===== src/rtl/gradient_outlet_sampler.sv =====
// Sweeps N_OUT gradient outlets: flush each outlet for a dwell time, take one
// detector sample, hand the result off with valid/ready, then advance to the next outlet.
module gradient_outlet_sampler #(
  parameter int N_OUT   = 6,
  parameter int DATA_W  = 12,
  parameter int DWELL_W = 16
) (
  input  logic               clk,
  input  logic               rst,
  input  logic               start,
  input  logic [DWELL_W-1:0] dwell,
  output logic [N_OUT-1:0]   valve_sel,
  output logic               adc_req,
  input  logic               adc_ack,
  input  logic [DATA_W-1:0]  adc_data,
  output logic               res_valid,
  input  logic               res_ready,
  output logic [DATA_W-1:0]  res_data,
  output logic [2:0]         res_idx,
  output logic               busy,
  output logic               done
);

  typedef enum logic [2:0] {IDLE, FLUSH, SAMPLE, RESULT, NEXT} state_t;

  state_t             state, state_nxt;
  logic [2:0]         idx;
  logic [DWELL_W-1:0] cnt;
  logic [DWELL_W-1:0] dwell_lat;
  logic               flush_end;
  logic               last_out;

  // A zero dwell behaves as one, so the flush ends on the first cycle either way.
  assign flush_end = (dwell_lat == '0) || (cnt == dwell_lat - DWELL_W'(1));
  assign last_out  = (idx == 3'(N_OUT - 1));

  always_ff @(posedge clk) begin
    if (rst) state <= IDLE;
    else     state <= state_nxt;
  end

  always_comb begin
    state_nxt = state;
    valve_sel = '0;
    adc_req   = 1'b0;
    res_valid = 1'b0;
    busy      = 1'b1;
    done      = 1'b0;
    case (state)
      IDLE: begin
        busy = 1'b0;
        if (start) state_nxt = FLUSH;
      end
      FLUSH: begin
        valve_sel = N_OUT'(1) << idx;
        if (flush_end) state_nxt = SAMPLE;
      end
      SAMPLE: begin
        valve_sel = N_OUT'(1) << idx;
        adc_req   = 1'b1;
        if (adc_ack) state_nxt = RESULT;
      end
      RESULT: begin
        valve_sel = N_OUT'(1) << idx;
        res_valid = 1'b1;
        if (res_ready) state_nxt = NEXT;
      end
      NEXT: begin
        // Valve stays on the current outlet here; idx advances on the exit edge,
        // so the drive moves straight from one outlet to the next.
        valve_sel = N_OUT'(1) << idx;
        if (last_out) begin
          done      = 1'b1;
          state_nxt = IDLE;
        end else begin
          state_nxt = FLUSH;
        end
      end
      default: begin
        busy      = 1'b0;
        state_nxt = IDLE;
      end
    endcase
  end

  always_ff @(posedge clk) begin
    if (rst) begin
      idx      <= '0;
      cnt      <= '0;
      res_data <= '0;
      res_idx  <= '0;
    end else begin
      case (state)
        IDLE: begin
          if (start) begin
            idx <= '0;
            cnt <= '0;
          end
        end
        FLUSH: begin
          cnt <= flush_end ? '0 : cnt + DWELL_W'(1);
        end
        SAMPLE: begin
          if (adc_ack) begin
            res_data <= adc_data;
            res_idx  <= idx;
          end
        end
        NEXT: begin
          idx <= last_out ? 3'd0 : idx + 3'd1;
          cnt <= '0;
        end
        default: ;
      endcase
    end
  end

  // Dwell is a per-sweep configuration value captured only when a sweep begins.
  always_ff @(posedge clk) begin
    if (state == IDLE && start) dwell_lat <= dwell;
  end

endmodule


===== config.mk =====
export PLATFORM = sky130hd
export DESIGN_NAME = gradient_outlet_sampler
export DESIGN_NICKNAME = d
export VERILOG_FILES = /design/src/rtl/gradient_outlet_sampler.sv
export SDC_FILE = /design/constraint.sdc
export NUM_CORES = 1
export LEC_CHECK = 0
export CAP_MARGIN = 20
export CORE_ASPECT_RATIO = 1.4
export CORE_MARGIN = 3
export CORE_UTILIZATION = 30
export CTS_CLUSTER_DIAMETER = 30
export CTS_CLUSTER_SIZE = 14
export DETAILED_ROUTE_END_ITERATION = 6
export HOLD_SLACK_MARGIN = 0.03
export SETUP_SLACK_MARGIN = 0.4
export SYNTH_ARGS = -nofsm -noshare
export SYNTH_HDL_FRONTEND = slang
export SYNTH_SLANG_ARGS = --single-unit

===== constraint.sdc =====
create_clock -name clk -period 3 [get_ports clk]
set_input_delay 0.6 -clock clk [delete_from_list [all_inputs] [get_ports clk]]
set_output_delay 0.6 -clock clk [all_outputs]
set_load 0.01 [all_outputs]

# == Word level (Yosys, flattened, before mapping) ==
# Index checks and enable logic that the tools add are counted.
# word_totals
elab_cells,49
regBits,53
# classes
n_eq_ne,10
reduce_logical,11
shifts,1
mux,18
addsub,3
# ops
cell,n
16-bit case mux with 3 select lines,1
16-bit 2-to-1 mux,2
3-bit 2-to-1 mux,6
16-bit by 1-bit adder with 16-bit output (second input constant),1
16-bit equality test,1
16-bit zero test,1
16-bit by 1-bit subtractor with 16-bit output (second input constant),1
3-bit case mux with 5 select lines,1
2-bit != test (second input constant),4
3-bit by 2-bit equality test with 1-bit output (second input constant),2
3-bit equality test (second input constant),2
1-bit 2-to-1 mux,6
6-bit 2-to-1 mux,1
3-bit case mux with 2 select lines,1
2-bit AND reduction,3
1-bit by 3-bit << shifter with 6-bit output (first input constant),1
4-bit AND reduction,1
4-bit OR reduction,1
3-bit by 1-bit adder with 3-bit output (second input constant),1
3-bit by 1-bit equality test with 1-bit output (second input constant),1
3-bit zero test,1
3-bit nonzero test,1
2-bit nonzero test,1
1-bit logical AND,1
1-bit logical OR,1

# == Depth between registers and ports, before layout ==
# logic_depth
word_depth,5
depth_mapped,9
ltp_nobuf,8

# == Worst setup path before layout ==
# No wires, ideal clock.
# synth_path
kind,input -> register
start,input port start
end,register dwell_lat[0] (enable)
arrival_ns,2.321
path_stages,1
required_time_ns,2.564
setup_slack_ns,0.243
path_cell_list,nor4b_1
# synth_between
elab_chain_len,1
# synth_lines
item,line,source
"start, declared",10,"input logic start,"
1-bit logical AND,120,if (state == IDLE && start) dwell_lat <= dwell;
"end signal, assigned",120,
"end, declared",29,logic [DWELL_W-1:0] dwell_lat;
# No other way between the ends.
# A chain may end at the register's enable or synchronous reset.

# == Worst setup path in the final report ==
# layout_path
start,register dwell_lat[1]
end,register state[0]
# layout_between
elab_chain_len,5
elab_cells_between_ends,6
classes_between,add/sub: 1; eq/ne: 2; reduce/logical: 3
# layout_lines
item,line,source
16-bit by 1-bit subtractor with 16-bit output,34,assign flush_end = (dwell_lat == '0) || (cnt == dwell_lat - DWELL_W'(1));
16-bit equality test,34,
1-bit logical OR *,34,
2-bit != test (no line) *,--,
4-bit AND reduction (no line) *,--,
"end signal, assigned",39,else state <= state_nxt;
"end, declared",26,"state_t state, state_nxt;"
# Every way passes the cells marked *; elsewhere a longest branch is shown, timed or not.

==> flow_summary.toml <==
[floorplan]
initial_core_util_pct = 31.04
die_w_um = 90.08
die_area_sq_um = 11140
row_count = 42
core_area_sq_um = 9564
ios = 58
die_h_um = 123.7

[power_and_ir_drop]
power_density_nw_per_um2 = 468.1
report.power.total_uw = 1905
p_leak_uw = 0.001359
vdd_drop_max_v = 0.0003641

[timing]
fin_tns_setup_ps = 0
fmax_mhz = 381.3
setup_viol = 0
worst_pin_slew_ps = 535.7
finalHoldViolCount = 0
fin_crit_sh_pct = 87.42
slew_viol_final = 0
relSlewSlack_pct = 64.28
setup_slack_ps = 377.3
layout_min_cycle_time_ps = 2623
rsz0062_at_grt = "true"
final.setup_skew_ps = 6.262

[route]
firstDrtPassIters = 5
vias = 2693
drc = 0
routed_wl_um = 7661
vias_per_cell = 5.043
wl_per_cell_um = 14.35
ant_nets = 0
drt_first_iter_violations = 119

[yosys]
syn-num-nets = 371
synth.avg_cell_area_sq_um = 8.890
synth_edf_count = 16
yosysSeqAreaShare_pct = 41.13
synth_cell_types = 60
async_flop_share_pct = 0
yosys_warnings = 0
synthCells = 334
synth_area_sq_um = 2969
ys_ff_latch = 53
synth-main-ff-cell = "dfxtp_1"

[critical_path]
cpPeakStageDelay_ps = 500
worstSetupEndpointType = "flip-flop"
crit_required_ps = 3180
regToRegSetupSlack_ps = 380
path_cells = "nor4_4 > nand4_1 > xnor2_2 > or3b_1 > or4_4 > o311a_1"
start_kind = "flip-flop"
worstPathMaxFanout = 4
critPathKind = "reg -> reg"
slowest_stage = "or4_4"
worstReg2RegEnd = "state[0]$_SDFFE_PP0P_"
cp_data_arrival_time_ps = 2800
timing.rr.start = "dwell_lat[1]$_DFFE_PP_"
rr_worst_depth = 6

[hold_path]
holdPathStages = 2
hold_end = "res_idx[0]$_SDFFE_PP0P_"
hold_path_startpoint = "res_idx[0]$_SDFFE_PP0P_"
hold_class = "reg -> reg"

[final_layout]
syn2layout_area_growth_pct = 37.04
diodes = 0
fin_util_pct = 42.54
final_cell_mix = "57 x clkdlybuf4s50_1, 44 x nand2_1, 37 x a21oi_1"
layout.nets = 438
final_common_cell = "clkdlybuf4s50_1"
drive_above_1_share_pct = 15.17

[global_route]
first_global_vias = 2662
grt_max_degree = 22
globalRouteTotalUtil_pct = 13.70
grt_first_pass_wirelength_um = 12550
antenna_found_initial = 0
overflow = 0

[clocking]
postCtsHoldBufs = 0
path_clk_slew_ps = 70
numCtsBuffers = 5
clk_path_buf_depth = 2
clockRootBuffer = "clkbuf_16"
cts_tree = "done"
cts.sinks = 53
clk_latency_ps = 290
cts_max_level = 2

[placement]
gp_congestion = 0.9081
dpl.hpwl_um = 5585
portBuffers = 57
post-place-ws_ps = 242.1

[job]
drv_cap = 0

[run_status]
outcome = "completed"
[cells in the mapped netlist, types with 3 or more instances]
library cell | instances | area (sq um)
a31oi_1 | 5 | 31.28
nand4_1 | 11 | 68.82
nor4_1 | 5 | 31.28
nor2_1 | 20 | 75.07
nor3b_1 | 5 | 37.54
mux2i_1 | 3 | 30.03
edfxtp_1 | 16 | 480.5
xnor2_1 | 15 | 131.4
and4_1 | 3 | 26.28
nor4b_1 | 6 | 52.55
nand2b_1 | 3 | 18.77
inv_1 | 11 | 41.29
o211ai_1 | 3 | 22.52
dfxtp_1 | 37 | 740.7
and2_1 | 4 | 25.02
a21oi_1 | 37 | 185.2
nand3_1 | 7 | 35.03
xor2_1 | 17 | 148.9
o21ai_0 | 6 | 30.03
nand2_1 | 44 | 165.2
clkbuf_1 | 13 | 48.80
and3_1 | 3 | 18.77
nor3_1 | 7 | 35.03
ha_1 | 4 | 50.05
[routing by layer]
layer  track usage [%]  vias up  wire (um)
met5                 0        -          0
met4             5.651        0        253
met3             2.779       20        442
met2             25.90      105       3800
met1             14.95     1227       3165
li1                  -     1341          -
[cell families (layout without fill, tap and decap cells)]
group                    count (synthesis)  count (layout)  share of synthesized area [%]
buffers and inverters                   33             101                          5.352
AND/OR/NAND/NOR                        137             137                          25.92
adder cells (fa/ha/maj)                  4               4                          1.686
AO/OA/AOI/OAI                           72              72                          15.47
XOR/XNOR                                32              32                          9.440
flip-flops                              53              53                          41.13
multiplexers                             3               3                          1.011
[repair_timing]
action	CTS	global route
pin swaps	3	2
resized for setup	10	13
setup endpoints to repair	22	21
buffers inserted	12	5
[worst max-delay path: cells and delay by family, from the launching register on]
| kind | cells | cell delay (ps) |
|---|---|---|
| AO/OA/AOI/OAI | 1 | 340 |
| XOR/XNOR | 1 | 190 |
| flip-flops | 1 | 470 |
| AND/OR/NAND/NOR | 4 | 1520 |
[state kept, by name, summed over array words and instances (netlist names)]
name and flops:
cnt 16, dwell_lat 16, idx 3, res_data 12, res_idx 3, state 3
[per-stage QoR]
stage,instance area [sq um],hold slack (ps),cells
2_1_floorplan,2980,478.1,334
3_3_place_gp,3667,442.7,509
3_5_place_dp,3667,446.5,509
4_1_cts,3955,457.0,529
5_1_grt,4069,473.8,534
6_report,4069,452.5,534
[layout make-up]
type	count	area, sq um
Multi-Input combinational cell	248	1707
Timing Repair Buffer	82	762.0
Clock buffer	5	125.1
Clock inverter	3	43.79
Sequential cell	53	1225
Inverter	11	41.29
Fill cell	954	5495
Tap cell	132	165.2
[how the worst max path moves through the flow]
stage                      startpoint                    end  slack (ps)  depth (start not counted)
2_1_floorplan  dwell_lat[3]$_DFFE_PP_  state[0]$_SDFFE_PP0P_         480                          7
3_5_place_dp   dwell_lat[0]$_DFFE_PP_    cnt[8]$_SDFFE_PP0P_         240                          9
6_report       dwell_lat[1]$_DFFE_PP_  state[0]$_SDFFE_PP0P_         380                          6
5_1_grt        dwell_lat[0]$_DFFE_PP_  state[0]$_SDFFE_PP0P_         290                          7
3_3_place_gp   dwell_lat[3]$_DFFE_PP_  state[0]$_SDFFE_PP0P_         300                          6
4_1_cts         state[0]$_SDFFE_PP0P_           valve_sel[2]         410                          4
[power breakdown]
part,total (uW),internal [uW],switching (uW)
combinational,400,198,202
clock,658,395,263
sequential,847,787,59.7
(Power assumes the default switching activity.)
